`src/rtl/llc_flush_sequencer_pkg.sv`:
```
// Shared types and constants for the LLC flush/reset walk sequencer.
//   llc_flush_state_t         : walk controller states
//   LLC_SETS                  : default number of LLC sets
//   LLC_FLUSH_MAX_OUTSTANDING : default in-flight set operation limit
//   llc_flush_out_width()     : width needed to hold 0..max_val
package llc_flush_sequencer_pkg;

  typedef enum logic [1:0] {
    LLC_FLUSH_IDLE  = 2'd0,
    LLC_FLUSH_ISSUE = 2'd1,
    LLC_FLUSH_DRAIN = 2'd2,
    LLC_FLUSH_DONE  = 2'd3
  } llc_flush_state_t;

  localparam int unsigned LLC_SETS                  = 512;
  localparam int unsigned LLC_FLUSH_MAX_OUTSTANDING = 4;

  function automatic int llc_flush_out_width(input int unsigned max_val);
    return $clog2(max_val + 1);
  endfunction

endpackage

```
`src/rtl/llc_flush_credit_cnt.sv`:
```
// Up/down counter of issued-but-not-retired set operations.
//   clk, rst : clock, asynchronous active-low reset
//   clr_i    : synchronous clear (new walk)
//   inc_i    : one operation issued this cycle
//   dec_i    : one operation retired this cycle (caller guarantees count > 0
//              unless inc_i is also set)
//   cnt_o    : current outstanding count
//   limit_o  : count has reached MAX
module llc_flush_credit_cnt #(
  parameter int unsigned MAX = 4,
  parameter int unsigned W   = 3
) (
  input  logic         clk,
  input  logic         rst,
  input  logic         clr_i,
  input  logic         inc_i,
  input  logic         dec_i,
  output logic [W-1:0] cnt_o,
  output logic         limit_o
);

  localparam logic [W-1:0] MAX_C = W'(MAX);
  localparam logic [W-1:0] ONE_C = W'(1);

  logic [W-1:0] cnt_q;

  // Outstanding count; simultaneous inc and dec cancel out.
  always_ff @(posedge clk or negedge rst) begin
    if (!rst) begin
      cnt_q <= {W{1'b0}};
    end else if (clr_i) begin
      cnt_q <= {W{1'b0}};
    end else if (inc_i && !dec_i) begin
      cnt_q <= cnt_q + ONE_C;
    end else if (dec_i && !inc_i) begin
      cnt_q <= cnt_q - ONE_C;
    end else begin
      cnt_q <= cnt_q;
    end
  end

  assign cnt_o   = cnt_q;
  assign limit_o = (cnt_q >= MAX_C);

endmodule

```
`src/rtl/llc_flush_sequencer_chk.sv`:
```
// Simulation checker for the flush sequencer's pipeline-side protocol.
//   clk, rst  : clock, asynchronous active-low reset
//   op_done_i : retire pulse from the pipeline
//   retire_i  : retire pulse as accepted by the sequencer
// A retire pulse that the sequencer had to drop means the pipeline retired
// something that was never issued.
module llc_flush_sequencer_chk (
  input logic clk,
  input logic rst,
  input logic op_done_i,
  input logic retire_i
);

  // Every op_done pulse must correspond to an issued operation.
  a_no_spurious_done: assert property (
    @(posedge clk) disable iff (!rst) op_done_i |-> retire_i
  );

endmodule

```
`src/rtl/llc_flush_sequencer.sv`:
```
// Sequences a whole-cache flush or reset walk: one accepted command issues
// set indices 0..SETS-1 to the LLC pipeline, bounded by MAX_OUTSTANDING
// in-flight operations, and returns one done token once all sets retired.
//   clk, rst              : clock, asynchronous active-low reset
//   cmd_valid/cmd_ready   : walk command handshake, cmd_mode 0=flush 1=reset
//   op_valid/op_ready     : per-set operation handshake, op_set/op_mode payload
//   op_done               : one-cycle pulse, one issued set has retired
//   done_valid/done_ready : walk-complete token handshake
//   busy                  : any state other than IDLE
module llc_flush_sequencer
  import llc_flush_sequencer_pkg::*;
#(
  parameter int unsigned SETS            = LLC_SETS,
  parameter int unsigned MAX_OUTSTANDING = LLC_FLUSH_MAX_OUTSTANDING,
  parameter int unsigned SET_W           = $clog2(SETS)
) (
  input  logic             clk,
  input  logic             rst,
  input  logic             cmd_valid,
  input  logic             cmd_mode,
  output logic             cmd_ready,
  output logic             op_valid,
  input  logic             op_ready,
  output logic [SET_W-1:0] op_set,
  output logic             op_mode,
  input  logic             op_done,
  output logic             done_valid,
  input  logic             done_ready,
  output logic             busy
);

  localparam int unsigned      CNT_W    = SET_W + 1;
  localparam int unsigned      OUT_W    = llc_flush_out_width(MAX_OUTSTANDING);
  localparam logic [CNT_W-1:0] ONE_C    = CNT_W'(1);
  localparam logic [CNT_W-1:0] LAST_SET = CNT_W'(SETS - 1);
  localparam logic [CNT_W-1:0] ALL_SETS = CNT_W'(SETS);

  llc_flush_state_t state_q;
  logic [CNT_W-1:0] issue_cnt_q;
  logic [CNT_W-1:0] retire_cnt_q;
  logic             mode_q;

  logic [CNT_W-1:0] retire_cnt_inc_s;
  logic [OUT_W-1:0] outstanding_s;
  logic             at_limit_s;
  logic             in_walk_s;
  logic             cmd_fire_s;
  logic             op_fire_s;
  logic             retire_s;

  assign in_walk_s  = (state_q == LLC_FLUSH_ISSUE) || (state_q == LLC_FLUSH_DRAIN);
  assign cmd_ready  = (state_q == LLC_FLUSH_IDLE);
  assign op_valid   = (state_q == LLC_FLUSH_ISSUE) && !at_limit_s;
  assign op_set     = issue_cnt_q[SET_W-1:0];
  assign op_mode    = mode_q;
  assign done_valid = (state_q == LLC_FLUSH_DONE);
  assign busy       = (state_q != LLC_FLUSH_IDLE);

  assign cmd_fire_s = cmd_ready && cmd_valid;
  assign op_fire_s  = op_valid && op_ready;
  // A retire is only honoured when something is in flight; an accept in the
  // same cycle counts, so an immediate echo on an empty pipe is legal.
  assign retire_s   = op_done && in_walk_s &&
                      ((outstanding_s != {OUT_W{1'b0}}) || op_fire_s);
  assign retire_cnt_inc_s = retire_s ? (retire_cnt_q + ONE_C) : retire_cnt_q;

  llc_flush_credit_cnt #(
    .MAX (MAX_OUTSTANDING),
    .W   (OUT_W)
  ) u_credit (
    .clk     (clk),
    .rst     (rst),
    .clr_i   (cmd_fire_s),
    .inc_i   (op_fire_s),
    .dec_i   (retire_s),
    .cnt_o   (outstanding_s),
    .limit_o (at_limit_s)
  );

  llc_flush_sequencer_chk u_chk (
    .clk       (clk),
    .rst       (rst),
    .op_done_i (op_done),
    .retire_i  (retire_s)
  );

  // Walk controller: state, issue/retire counters and latched mode.
  always_ff @(posedge clk or negedge rst) begin
    if (!rst) begin
      state_q      <= LLC_FLUSH_IDLE;
      issue_cnt_q  <= {CNT_W{1'b0}};
      retire_cnt_q <= {CNT_W{1'b0}};
      mode_q       <= 1'b0;
    end else begin
      case (state_q)
        LLC_FLUSH_IDLE: begin
          if (cmd_valid) begin
            mode_q       <= cmd_mode;
            issue_cnt_q  <= {CNT_W{1'b0}};
            retire_cnt_q <= {CNT_W{1'b0}};
            state_q      <= LLC_FLUSH_ISSUE;
          end
        end
        LLC_FLUSH_ISSUE: begin
          retire_cnt_q <= retire_cnt_inc_s;
          if (op_fire_s) begin
            issue_cnt_q <= issue_cnt_q + ONE_C;
            // Last set accepted: skip DRAIN if it also retired this cycle.
            if (issue_cnt_q == LAST_SET) begin
              state_q <= (retire_cnt_inc_s == ALL_SETS) ? LLC_FLUSH_DONE
                                                        : LLC_FLUSH_DRAIN;
            end
          end
        end
        LLC_FLUSH_DRAIN: begin
          retire_cnt_q <= retire_cnt_inc_s;
          if (retire_cnt_inc_s == ALL_SETS) begin
            state_q <= LLC_FLUSH_DONE;
          end
        end
        LLC_FLUSH_DONE: begin
          if (done_ready) begin
            state_q <= LLC_FLUSH_IDLE;
          end
        end
        default: begin
          state_q <= LLC_FLUSH_IDLE;
        end
      endcase
    end
  end

endmodule

```
`config.mk`:
```
export PLATFORM = sky130hd
export DESIGN_NAME = llc_flush_sequencer
export DESIGN_NICKNAME = d
export VERILOG_FILES = /design/src/rtl/llc_flush_sequencer_pkg.sv /design/src/rtl/llc_flush_credit_cnt.sv /design/src/rtl/llc_flush_sequencer_chk.sv /design/src/rtl/llc_flush_sequencer.sv
export SDC_FILE = /design/constraint.sdc
export NUM_CORES = 1
export LEC_CHECK = 0
export CAP_MARGIN = 20
export CORE_MARGIN = 5
export CORE_UTILIZATION = 55
export CTS_BUF_LIST = sky130_fd_sc_hd__clkbuf_16
export CTS_CLUSTER_SIZE = 30
export DETAILED_ROUTE_END_ITERATION = 6
export PLACE_DENSITY = 0.78
export SLEW_MARGIN = 20
export SYNTH_ARGS = -nofsm -noshare
export SYNTH_HDL_FRONTEND = slang
export SYNTH_SLANG_ARGS = --single-unit
```
`constraint.sdc`:
```
create_clock -name clk -period 3.2 [get_ports clk]
set_input_delay 0.96 -clock clk [delete_from_list [all_inputs] [get_ports clk]]
set_output_delay 0.96 -clock clk [all_outputs]
set_load 0.05 [all_outputs]
```
# Yosys cells after proc, flatten, opt, wreduce, memory -nomap -nowiden

Index checks and enable logic that the tools add are counted.

Register bits: 26
Output and inout bits: 14
Bits of input ports: 7

Order comparisons: 1
Reduce and logical (&&, ||, !) cells: 23
Add/sub/neg operators: 4
Muxes and demuxes: 15
Eq/ne operators: 10

Operators by type and width:

| cell                                                     | count |
|---|---|
| case mux 10 bit (2 select lines)                         | 2 |
| 2-to-1 mux 10 bit                                        | 3 |
| adder 10 x 1 -> 10 bit, second input constant            | 2 |
| equality test 10 bit, second input constant              | 1 |
| equality test 10 x 9 -> 1 bit, second input constant     | 1 |
| 2-to-1 mux 2 bit                                         | 5 |
| 2-to-1 mux 3 bit                                         | 3 |
| case mux 2 bit (4 select lines)                          | 1 |
| logical AND 1 bit                                        | 7 |
| != test 2 x 1 -> 1 bit, second input constant            | 3 |
| nonzero test 2 bit                                       | 3 |
| nonzero test 3 bit                                       | 2 |
| AND reduction 5 bit                                      | 1 |
| equality test 2 bit, second input constant               | 2 |
| != test 2 bit, second input constant                     | 2 |
| AND reduction 2 bit                                      | 2 |
| adder 3 x 1 -> 3 bit, second input constant              | 1 |
| greater-or-equal comparator 3 bit, second input constant | 1 |
| zero test 1 bit                                          | 3 |
| AND reduction 3 bit                                      | 1 |
| subtractor 3 x 1 -> 3 bit, second input constant         | 1 |
| equality test 2 x 1 -> 1 bit, second input constant      | 1 |
| zero test 2 bit                                          | 1 |
| logical OR 1 bit                                         | 2 |
| other kinds (2)                                          | 2 |

# Logic depth before layout (Yosys ltp)

Gate-level depths: netlist of run 1.

Depth after elaboration: 12
Gate-level depth with buffers: 10
Depth with buffers taken out: 9

# Cells and area by module

A second synthesis of run 1 with hierarchy kept.

Cell total of the unflattened synthesis: 238
Area total of the unflattened synthesis: 1950.6 µm²

Modules (own cells, without submodules):

| module               | cells each | instances | area an instance (µm²) |
|---|---|---|---|
| llc_flush_sequencer  | 220        | 1         | 1764.2 |
| llc_flush_credit_cnt | 18         | 1         | 186.4 |

# Worst setup path after synthesis of run 1

Ideal clock, no wire load.

Path kind: register -> output
Start: reg state_q[1]
End: out op_valid
Arrival time: 1.735 ns
Path buffers: 2
Cell stages (with the launch flop): 6
Slack: 0.505 ns
Cell sequence: dfrtp_1 -> inv_1 -> ha_1 -> buf_6 -> clkbuf_1 -> nor2b_1

Cells in the longest elaborated chain, start to end: 2

RTL lines:

| item                         | line                       | source |
|---|---|---|
| start, declared              | llc_flush_sequencer.sv:38  | `llc_flush_state_t state_q;` |
| start signal, assigned       | llc_flush_sequencer.sv:110 | `state_q <= (retire_cnt_inc_s == ALL_SETS) ? LLC_FLUSH_DONE` |
| equality test 2 x 1 -> 1 bit | llc_flush_sequencer.sv:53  | `assign op_valid = (state_q == LLC_FLUSH_ISSUE) && !at_limit_s;` |
| logical AND 1 bit            | llc_flush_sequencer.sv:53  |  |
| end, declared                | llc_flush_sequencer.sv:22  | `output logic op_valid,` |

No other way between the ends.

# Worst setup path in the final report of run 1

Start: reg state_q[0]
End: out busy

Cells in the longest elaborated chain, start to end: 1

RTL lines:

| item               | line                      | source |
|---|---|---|
| nonzero test 2 bit | llc_flush_sequencer.sv:57 | `assign busy = (state_q != LLC_FLUSH_IDLE);` |
| end, declared      | llc_flush_sequencer.sv:29 | `output logic busy` |

No other way between the ends.

==> metrics.md, run 1 <==
| Metric | Value |
|---|---|
| Initial antenna violation count | 0 |
| Via count | ~1500 |
| Post-CTS Setup Inserts | 0 |
| Final setup vio count | 0 |
| Port Buffer Count | 20 |
| Most frequent cells in the layout | 28 x nand2_1, 26 x dfrtp_1, 19 x clkdlybuf4s50_1 |
| Core area | 3284 sq um |
| Pwr/cell area | roughly 870 nW/um^2 |
| Sw Ratio | between 40% and 50% |
| Die Ht | 67.73 um |
| Post-synth EDFFs | 0 |
| Worst hold path class | reg -> reg |
| Layout Skew | approximately 0.0056 ns |
| Critical path class | reg -> out |
| Nets | 232 |
| Die Area | 4587 sq um |
| Setup crit start kind | register |
| Post-synth top flop | dfrtp_1 |
| Post-place setup slack | around 0.01 ns |
| Leak Pwr | 0.9054 nW |
| Slew margin rel. | 66.23% |
| Initial DRC Count | 83 |
| Clk network pwr share | roughly 20% |
| Worst Hold End | op_mode |
| Commonest non-fill, non-tap cell in the layout | nand2_1 |
| CTS Hold Buffers Added | 0 |
| Initial Util | 55.81% |
| Sequential share of the synthesized area | between 30% and 40% |
| Critical path fanouts, max | 8 |
| Routed WL | 3934 um |
| Final Hold Viols | 0 |
| Global-route wire length before repair | ~6800 um |
| TritonCTS Buffers | 3 |
| Slew @ Worst Pin | 0.5049 ns |
| Gpl congestion | 0.8649 |
| Clock buffer depth | 2 |
| Worst r2r dst | state_q[1] |
| Avg Cell Area, Syn | 8.855 sq um |
| TNS Setup | 0 ns |
| Worst r2r src | state_q[1] |
| Residual DRC count | 0 |
| Clk slew on worst S/H paths | 0.07 ns |
| Period utilisation layout | 94.75% |
| Core Rows | 21 |
| Cell area after synthesis | 1833 sq um |
| DR pass1 iterations | 4 |
| Share of layout cells above drive strength 1 | 10.60% |
| Outcome | finished clean |
| Unique masters post-synth | 48 |
| #FFs+latches synth | 26 |
| Minimum clock period | 3.032 ns |
| Area grow syn2layout | 15.43% |
| Final worst slack | 0.1678 ns |
| R2r setup slk | approximately 0.34 ns |
| Fmax | 329.8 MHz |
| Htree depth | 1 |
| Worst EP arrival | 2.07 ns |
| Multi-input logic area | roughly 1000 sq um |
| CTS Sinks | 26 |
| I/O Pins | 21 |
| Ys async rst share | 100.0% |
| Count of pins over their slew limit | 0 |
| Internal power | 1.011 mW |
| Post-Syn Instances | slightly above 200 |
| Largest net degree at the start of global routing | 27 |
| WHS Path Cells | 1 |
| Post-Syn Nets | ~220 |
| DP HPWL | ~2800 um |
| Worst vdd ir | between 0.0007 and 0.0008 V |
| Logic pwr share | 54.5% |
| Fillcell total | 272 |
| Routed len/inst | approximately 15 um |
| Number of gates resized after CTS | 0 |
| Synth warnings | 0 |
| Die W | 67.73 um |
| R2R depth | 8 |
| Clock root buffer | clkbuf_16 |
| FF+latch area | between 600 and 700 sq um |
| Total GRT Usage | 19.36% |
| RSZ-0062 raised after global routing | false |
| Final ANT Viol Nets | 0 |
| CP Data Required Time | 2.24 ns |
| N_diodes | 0 |
| Total grt overflow | 0 |
| Worst-Skew Late Latency | 0.26 ns |
| Via/cell ratio | 5.802 |
| Switch Pwr | between 800 and 900 uW |
| CTS tree | built |
| Crit. End Element | output port |
| Sequential cell fraction of total power | roughly a quarter |
| Vias in the first global route | 1497 |
| Hold_sp | op_mode |
| Max-cap viol count | 0 |
==> layout make-up <==
class	instances	area share, %
tap	46	2.720
inverter	8	1.419
clock buffer	3	3.548
timing repair buffer	26	11.47
sequential	26	30.75
multi-input combinational	153	48.67
clock inverter	1	1.419
==> registers in the layout, indices dropped and copies added, names as in the netlist <==
register	count
issue_cnt_q	10
u_credit.cnt_o	3
retire_cnt_q	10
op_mode	1
state_q	2
==> stage by stage <==
step	util, %	instance area, sq um	std cells	hold slack, ns	power, mW
after detailed placement	61.22	2011	259	0.5024	1.475
after floorplan	-	1833	207	0.4834	1.225
final	64.42	2116	263	0.5127	1.840
after CTS	64.42	2116	263	0.5185	1.855
after global routing	64.42	2116	263	0.5429	1.984
after global placement	61.22	2011	259	0.4876	1.434
==> how the worst max path moves through the flow <==
| stage | from | endpoint | cells past startpoint |
|---|---|---|---|
| floorplan | state_q[1] | op_valid | 5 |
| finish | state_q[0] | busy | 4 |
| global route | state_q[0] | busy | 4 |
| CTS | state_q[0] | busy | 4 |
| detailed placement | op_ready | state_q[1] | 7 |
| global placement | op_ready | state_q[1] | 7 |
==> critical path, stage by stage (launching register included) <==
cell,delay [ns]
dfrtp_1,0.42
inv_1,0.08
ha_1,0.30
inv_1,0.18
clkdlybuf4s50_1,0.83
==> cell families after synthesis <==
logic type,share of synthesized area [%]
AO/OA/AOI/OAI,23.21
XOR/XNOR,2.389
adder cells (fa/ha/maj),5.188
buffers and inverters,8.328
flip-flops,35.49
multiplexers,4.232
AND/OR/NAND/NOR,21.16
==> metal layers <==
metal | track usage [%] | wire, um | up-vias
li1 | - | - | 759
met1 | 23.27 | 1701 | 723
met2 | 34.14 | 2044 | 38
met3 | 2.995 | 151 | 6
met4 | 7.848 | 36 | 0
met5 | 0 | 0 | -
==> Yosys cell counts (7+ instances only) <==
master    instances  area share (%)
a22o_1           11             5.3
buf_4            10             4.1
clkbuf_1          7             1.4
dfrtp_1          26              35
inv_1             8             1.6
nand2_1          28             5.7
nand3_1           8             2.2
nor2_1            9             1.8
nor3_1            7             1.9
o21ai_0          17             4.6
==> power groups by stage <==
stage	clock, mW	sequential [mW]	combinational (mW)
detailed placement	0	0.474	1.00
CTS	0.373	0.470	1.01
finish	0.364	0.473	1.00
global route	0.383	0.484	1.12
global placement	0	0.469	0.965
floorplan	0	0.470	0.755
(Power assumes the default switching activity.)
==> run 2, diff against run 1 <==
--- a/config.mk
+++ b/config.mk
@@ -11,7 +11,8 @@
 export CTS_BUF_LIST = sky130_fd_sc_hd__clkbuf_16
 export CTS_CLUSTER_SIZE = 30
 export DETAILED_ROUTE_END_ITERATION = 6
-export PLACE_DENSITY = 0.78
+export PLACE_DENSITY_LB_ADDON = 0.1
+export SKIP_LAST_GASP = 1
 export SLEW_MARGIN = 20
 export SYNTH_ARGS = -nofsm -noshare
 export SYNTH_HDL_FRONTEND = slang
==> metrics.md, run 2 (synthesis results as in run 1) <==
| Metric | Value |
|---|---|
| CTS Sinks | 26 (unchanged) |
| Via/cell ratio | 5.811 (was 5.802) |
| Slew margin rel. | 66.51% (was 66.23%) |
| Initial antenna violation count | 0 (unchanged) |
| CTS tree | built (unchanged) |
| Max-cap viol count | 0 (unchanged) |
| Critical path class | reg -> out (unchanged) |
| Commonest non-fill, non-tap cell in the layout | nand2_1 (unchanged) |
| DP HPWL | 2941 um (was 2839 um) |
| Worst Hold Slack | 0.5188 ns (was 0.5127 ns) |
| Util after Layout | 64.88% (was 64.42%) |
| Count of pins over their slew limit | 0 (unchanged) |
| Initial Util | 55.81% (unchanged) |
| CP dominant cell by count | inv_1 (unchanged) |
| Cells after DPL | 261 (was 259) |
| Final ANT Viol Nets | 0 (unchanged) |
| Worst EP arrival | 2.07 ns (about the same) |
| Via count | 1540 (was 1526) |
| Outcome | finished clean (unchanged) |
| Vias in the first global route | 1515 (was 1497) |
| Critical path cell sequence | inv_1 > ha_1 > inv_1 > clkdlybuf4s50_1 (unchanged) |
| N_diodes | 0 (unchanged) |
| Post-Layout Cell Count | 265 (was 263) |
| Fillcell total | 299 (was 272) |
| Fmax | 330.3 MHz (was 329.8 MHz) |
| Htree depth | 1 (unchanged) |
| Die W | 67.73 um (unchanged) |
| Worst vdd ir | 0.0008448 V (was 0.0007482 V) |
| I/O Pins | 21 (unchanged) |
| Period utilisation layout | 94.62% (was 94.75%) |
| Routed len/inst | 15.19 um (was 14.96 um) |
| Slew @ Worst Pin | 0.5008 ns (was 0.5049 ns) |
| Leak Pwr | 0.9134 nW (was 0.9054 nW) |
| Die Ht | 67.73 um (unchanged) |
| Core area | 3284 sq um (unchanged) |
| Critical path fanouts, max | 8 (unchanged) |
| Die Area | 4587 sq um (unchanged) |
| Core Rows | 21 (unchanged) |
| Final worst slack | 0.1722 ns (was 0.1678 ns) |
| Clock buffer depth | 2 (unchanged) |
| Initial DRC Count | 97 (was 83) |
| Finished Cell Area | 2131 sq um (was 2116 sq um) |
| TritonCTS Buffers | 3 (unchanged) |
| Total GRT Usage | 19.74% (was 19.36%) |
| Layout Skew | 0.003652 ns (was 0.005566 ns) |
| Worst hold path class | reg -> reg (unchanged) |
| Critical Path Max Stage Delay | 0.83 ns (about the same) |
| Setup crit start kind | register (unchanged) |
| DR pass1 iterations | 4 (unchanged) |
| Crit. End Element | output port (unchanged) |
| Largest net degree at the start of global routing | 27 (unchanged) |
| Placed inst area | 2026 sq um (was 2011 sq um) |
| Share of layout cells above drive strength 1 | 11.42% (was 10.60%) |
| TNS Setup | 0 ns (unchanged) |
| Minimum clock period | 3.028 ns (was 3.032 ns) |
| Most frequent cells in the layout | 28 x nand2_1, 26 x dfrtp_1, 19 x clkdlybuf4s50_1 (unchanged) |
| Final Hold Viols | 0 (unchanged) |
| Routed WL | 4025 um (was 3934 um) |
| Gpl congestion | 0.8398 (was 0.8649) |
| CTS Hold Buffers Added | 0 (unchanged) |
| Port Buffer Count | 20 (unchanged) |
| Nets | 234 (was 232) |
| Buffers & Inverters on Critical Path | 3 (unchanged) |
| Total grt overflow | 0 (unchanged) |
| Power Total | 1.855 mW (was 1.840 mW) |
| Worst-Skew Late Latency | 0.26 ns (about the same) |
| Post-CTS Setup Inserts | 0 (unchanged) |
| Residual DRC count | 0 (unchanged) |
| RSZ-0062 raised after global routing | false (unchanged) |
| Clk slew on worst S/H paths | 0.07 ns (about the same) |
| Final setup vio count | 0 (unchanged) |
| Clock root buffer | clkbuf_16 (unchanged) |
| Area grow syn2layout | 16.25% (was 15.43%) |
| CP Data Required Time | 2.24 ns (about the same) |
| Pwr/cell area | 870.7 nW/um^2 (was 869.6 nW/um^2) |
| Number of gates resized after CTS | 0 (unchanged) |
| Global-route wire length before repair | 6886 um (was 6768 um) |
| CP top delay family | buffers and inverters (unchanged) |
| Post-place setup slack | -0.06353 ns (was 0.009792 ns) |
| CP max stage cell | clkdlybuf4s50_1 (unchanged) |
==> run 2: routing by layer <==
layer  vias up  global-route usage [%]  wire length (um)
li1        760                       -                 -
met1       740                   24.48              1814
met3         7                   3.993               168
met2        33                   33.29              1984
met4         0                   7.848                57
met5         -                       0                 0
==> run 2: final timing paths <==
kind,startpoint,endpoint,slack [ns],cells past startpoint
max,state_q[0],busy,0.17,4
min,op_mode,op_mode,0.52,1
max reg2reg,state_q[1],state_q[1],0.42,8
min reg2reg,op_mode,op_mode,0.52,1
max in group asynchronous,rst,issue_cnt_q[6],1.88,2
min in group asynchronous,rst,retire_cnt_q[4],1.06,2
==> run 2: final cells by class <==
| cell class | count | area (sq um) | area share [%] |
|---|---|---|---|
| Sequential cell | 26 | 650.6 | 30.53 |
| Tap cell | 46 | 57.56 | 2.701 |
| Timing Repair Buffer | 28 | 257.7 | 12.10 |
| Clock inverter | 1 | 30.03 | 1.409 |
| Multi-Input combinational cell | 153 | 1030 | 48.33 |
| Clock buffer | 3 | 75.07 | 3.523 |
| Inverter | 8 | 30.03 | 1.409 |
==> run 2: power by group <==
part           switching [mW]  internal (mW)  leakage, nW
registers              0.0811          0.389        0.352
clock network           0.120          0.249       0.0511
logic                   0.632          0.383        0.511
==> RTL change 1, RTL diff (flow settings as in run 2) <==
Set the package constant `LLC_FLUSH_MAX_OUTSTANDING` to 3 (it was 4).
--- a/src/rtl/llc_flush_sequencer_pkg.sv
+++ b/src/rtl/llc_flush_sequencer_pkg.sv
@@ -13,7 +13,7 @@
   } llc_flush_state_t;
 
   localparam int unsigned LLC_SETS                  = 512;
-  localparam int unsigned LLC_FLUSH_MAX_OUTSTANDING = 4;
+  localparam int unsigned LLC_FLUSH_MAX_OUTSTANDING = 3;
 
   function automatic int llc_flush_out_width(input int unsigned max_val);
     return $clog2(max_val + 1);
Behaviour: not the same (Yosys sat finds a counterexample within 10 cycles, from zero or initial values and one cycle with rst low).
==> RTL change 1 against run 2 <==
- count of clock-buffer cells in the layout unchanged
- sequential cell count decreased by 1
- final area increased by 4.4%
- clock skew decreased by 1.0 ps
- wire length increased by 17%
- fmax increased by 6.2%
- synthesized area increased by 11%
- utilization decreased by 3.2 points
- worst setup slack improved by 180 ps
- sequential share of layout area decreased by 2.4 points
Power is left out: it rests on default switching activity, and per cell area and clock period it moved more than threefold.
==> RTL change 1: results (changes against run 2) <==
Pre-CTS setup slack -> 85.51 ps (+149.0 ps)
Dpl cell area -> 2142 µm² (+5.7%)
GR Util All Layers -> 0.1990 (+0.001574)
FILL cells -> 314 (+5.0%)
HP Class -> reg -> reg
Synth unique cells -> 63 (+31%)
Seq/Total Area, Yosys -> 0.3086 (-0.04631)
Synth cell count leaders -> dfrtp_1, nand2_1, nor2_1
Post-Syn Nets -> 248 (+12%)
RD Place Congestion -> 0.9753 (+16%)
Port Buffers -> 20 (unchanged)
Initial antenna violation count -> 0 (unchanged)
Layout net count -> 256 (+9.4%)
Yosys Warn Count -> 0 (unchanged)
Die area -> 4999 µm² (+9.0%)
Mapped Cells -> 235 (+14%)
Number of global-route vias before repair -> 1678 (+11%)
Worst EP arrival -> 3000 ps (+930 ps)
Worst-Skew Late Latency -> 260 ps (about the same)
Most area-consuming cells after synthesis -> dfrtp_1, nand2_1, buf_4, o21ai_0, a21oi_1
Clock buffer depth -> 2 (unchanged)
CTS clk-pin slew, worst paths -> 70 ps (about the same)
Status -> finished clean
Detailed Routing Iterations Pass 1 -> 4 (unchanged)
Post-CTS setup buffer count -> 0 (unchanged)
Tightest Pin Transition -> 501.4 ps (+0.6664 ps)
Remaining Overflow, GRT -> 0 (unchanged)
Final instance area -> 2225 µm² (+4.4%)
Crit Path Max Fanout -> 6 (-2)
Final Skew -> 2.603 ps (-1.049 ps)
Share of cells above drive strength 1 -> 0.1364 (+0.02221)
DRT iter0 DRCs -> 84 (-13%)
Asr flop ratio synth -> 1.000 (unchanged)
Global-route wire length before repair -> 8121 µm (+18%)
Drt via density -> 6.103 (+5.0%)
Ys flop type -> dfrtp_1
Biggest regs -> issue_cnt_q (10), retire_cnt_q (10)
Detail Placement HPWL -> 3367 µm (+14%)
Drt wl/cell -> 16.18 µm (+6.5%)
Final non-filler cell total -> 290 (+9.4%)
Largest net degree at the start of global routing -> 26 (-3.7%)
H-tree levels -> 1 (unchanged)
CTS resizes -> 0 (unchanged)
RTL change 1: logic make-up after synthesis:
group           count (synthesis)  synth area share
compound gates                 71            0.2469
flops                          25            0.3086
simple gates                   88            0.2358
buf+inv                        35            0.1234
xor+xnor                        4           0.01728
fa+ha+maj                       6           0.03704
mux                             6           0.03086
RTL change 1: cell type report:
| cell class | instances | area share |
|---|---|---|
| multi-input cells | 175 | 0.5174 |
| inverters | 10 | 0.01687 |
| well taps | 48 | 0.02700 |
| clock buffers | 3 | 0.03375 |
| flip-flops and latches | 25 | 0.2812 |
| clock inverters | 1 | 0.003375 |
| repair buffers | 28 | 0.1204 |
RTL change 1: critical path, stage by stage:
cell and delay (ps):
clkdlybuf4s50_1 630, a211o_2 240, nand4_2 170, nand4bb_1 250
a2111oi_2 470, nand2_1 130, mux2i_1 150
RTL change 1: metal layers:
metal	share of wire	vias to the layer above	wire length [µm]	track usage
met4	0.011	0	50	0.04802
met3	0.057	5	266	0.02841
met2	0.45	54	2126	0.3151
met1	0.48	850	2249	0.2874
met5	0	-	0	0
li1	-	861	-	-
RTL change 1: worst paths after layout:
check / startpoint / to / slack (ps) / cells past startpoint
worst max register to register: state_q[1]$_DFFE_PN0P_ / state_q[1]$_DFFE_PN0P_ / 560 / 8
worst max-delay path: op_ready / state_q[0]$_DFFE_PN0P_ / 350 / 7
worst min-delay path: op_mode$_DFFE_PN0P_ / op_mode$_DFFE_PN0P_ / 510 / 1
max in group asynchronous: rst / state_q[1]$_DFFE_PN0P_ / 1880 / 2
worst min register to register: op_mode$_DFFE_PN0P_ / op_mode$_DFFE_PN0P_ / 510 / 1
min in group asynchronous: rst / retire_cnt_q[2]$_DFFE_PN0P_ / 1060 / 2
==> RTL change 2, RTL diff (settings of run 2) <==
Without the edit above. Register the input `cmd_mode` before use, with the module's reset. The logic sees it one clock later. The other inputs are not delayed to match.
--- a/src/rtl/llc_flush_sequencer.sv
+++ b/src/rtl/llc_flush_sequencer.sv
@@ -34,6 +34,16 @@
   localparam logic [CNT_W-1:0] ONE_C    = CNT_W'(1);
   localparam logic [CNT_W-1:0] LAST_SET = CNT_W'(SETS - 1);
   localparam logic [CNT_W-1:0] ALL_SETS = CNT_W'(SETS);
+
+  logic cmd_mode_q;
+
+  always_ff @(posedge clk or negedge rst) begin
+    if (!rst) begin
+      cmd_mode_q <= '0;
+    end else begin
+      cmd_mode_q <= cmd_mode;
+    end
+  end
 
   llc_flush_state_t state_q;
   logic [CNT_W-1:0] issue_cnt_q;
@@ -95,7 +105,7 @@
       case (state_q)
         LLC_FLUSH_IDLE: begin
           if (cmd_valid) begin
-            mode_q       <= cmd_mode;
+            mode_q       <= cmd_mode_q;
             issue_cnt_q  <= {CNT_W{1'b0}};
             retire_cnt_q <= {CNT_W{1'b0}};
             state_q      <= LLC_FLUSH_ISSUE;
Function: changed (Yosys sat finds a counterexample within 4 cycles, from zero or initial values and one cycle with rst low).
==> RTL change 2 against run 2 <==
- via count up 0.97%
- sequential cell count up 1
- total power down 3.5%
- critical path depth down 1
- synthesized area up 1.4%
- wire length up 0.32%
- utilization down 0.29 points
- worst setup slack better by 21 ps
- die area up 1.2%
- final area up 0.35%
==> RTL change 2: results (changes against run 2) <==
Status -> finished clean
Global-route wire length before repair -> 6962 µm (+1.1%)
XOR/XNOR Fraction of Synth Area -> 0.02357 (-0.0003218)
HP Class -> reg -> reg
Buffers, non-clock -> 29 (+3.6%)
Post-Syn Nets -> 222 (+0.45%)
Final instance area -> 2138 µm² (+0.35%)
Mapped Cells -> 208 (+0.48%)
Largest net degree at the start of global routing -> 28 (+3.7%)
DR top layer -> met4
Detail Placement HPWL -> 2997 µm (+1.9%)
Crit Path Max Fanout -> 8 (unchanged)
Slowest stage delay, CP -> 890 ps (+60 ps)
Final hold slack -> 482.3 ps (-36.46 ps)
Synth cell count leaders -> nand2_1, dfrtp_1, o21ai_0
Post-Route WL -> 4038 µm (+0.32%)
Synth Area in Adders -> 0.05118 (-0.0006987)
Met2 GRT Util -> 0.2768 (-0.05615)
Clock-cell share -> 0.03745 (-0.01188)
Mux contribution to synthesized area -> 0.04175 (-0.0005700)
Seq/Total Area, Yosys -> 0.3636 (+0.008688)
Worst EP arrival -> 2050 ps (-20 ps)
Buffering overhead -> 0.1240 (+0.003086)
Register-to-register setup slack -> 700 ps (+280 ps)
DRT iter0 DRCs -> 123 (+27%)
Most area-consuming cells after synthesis -> dfrtp_1, nand2_1, a22o_1, o21ai_0, buf_4
Met1 WL -> 2060 µm (+14%)
Share of cells above drive strength 1 -> 0.1176 (+0.003492)
RD Place Congestion -> 0.8646 (+3.0%)
Grt met3 use -> 0.05090 (+0.01097)
Static Leakage -> 0.9192 nW (+0.64%)
Largest cell class -> multi-input combinational cells
Drt wl/cell -> 15.12 µm (-0.43%)
Met2 wire length -> 1759 µm (-11%)
Via count -> 1555 (+0.97%)
Number of global-route vias before repair -> 1485 (-2.0%)
Worst-Skew Late Latency -> 260 ps (about the same)
Register bit count reported by yosys -> 27 (+3.8%)
FILL cells -> 302 (+1.0%)
Post-synthesis compound-gate area fraction -> 0.2290 (-0.003126)
Fin crit period -> 3007 ps (-20.55 ps)
Register area -> 675.6 µm² (+3.8%)
M1 GR Usage -> 0.2987 (+0.05383)
Met3 Wirelength -> 191 µm (+14%)
Yosys Warn Count -> 0 (unchanged)
Rel. slew slack -> 0.5799 (-0.08520)
Cell Pwr Density -> 837.6 nW/µm² (-3.8%)
Final Skew -> 2.538 ps (-1.114 ps)
Layout net count -> 236 (+0.85%)
CTS resizes -> 0 (unchanged)
Die area -> 4640 µm² (+1.2%)
Worst vdd ir -> 0.6323 mV (-25%)
Placed cells -> 263 (+0.77%)
Pre-CTS setup slack -> 41.99 ps (+105.5 ps)
GR Util All Layers -> 0.1980 (+0.0005769)
==> RTL change 2: power by group <==
part | internal, mW | switching (mW)
Sequential | 0.402 | 0.0837
Combinational | 0.384 | 0.634
Clock | 0.169 | 0.118
Total | 0.955 | 0.836
==> RTL change 2: path summary, 6_finish.rpt <==
path / depth (start not counted) / start / endpoint
worst max-delay path: 3 / state_q[0]$_DFFE_PN0P_ / cmd_ready
worst min-delay path: 1 / cmd_mode_q$_DFF_PN0_ / op_mode$_DFFE_PN0P_
worst max register to register: 8 / state_q[0]$_DFFE_PN0P_ / state_q[1]$_DFFE_PN0P_
worst min register to register: 1 / cmd_mode_q$_DFF_PN0_ / op_mode$_DFFE_PN0P_
max in group asynchronous: 2 / rst / retire_cnt_q[5]$_DFFE_PN0P_
min in group asynchronous: 2 / rst / issue_cnt_q[0]$_DFFE_PN0P_
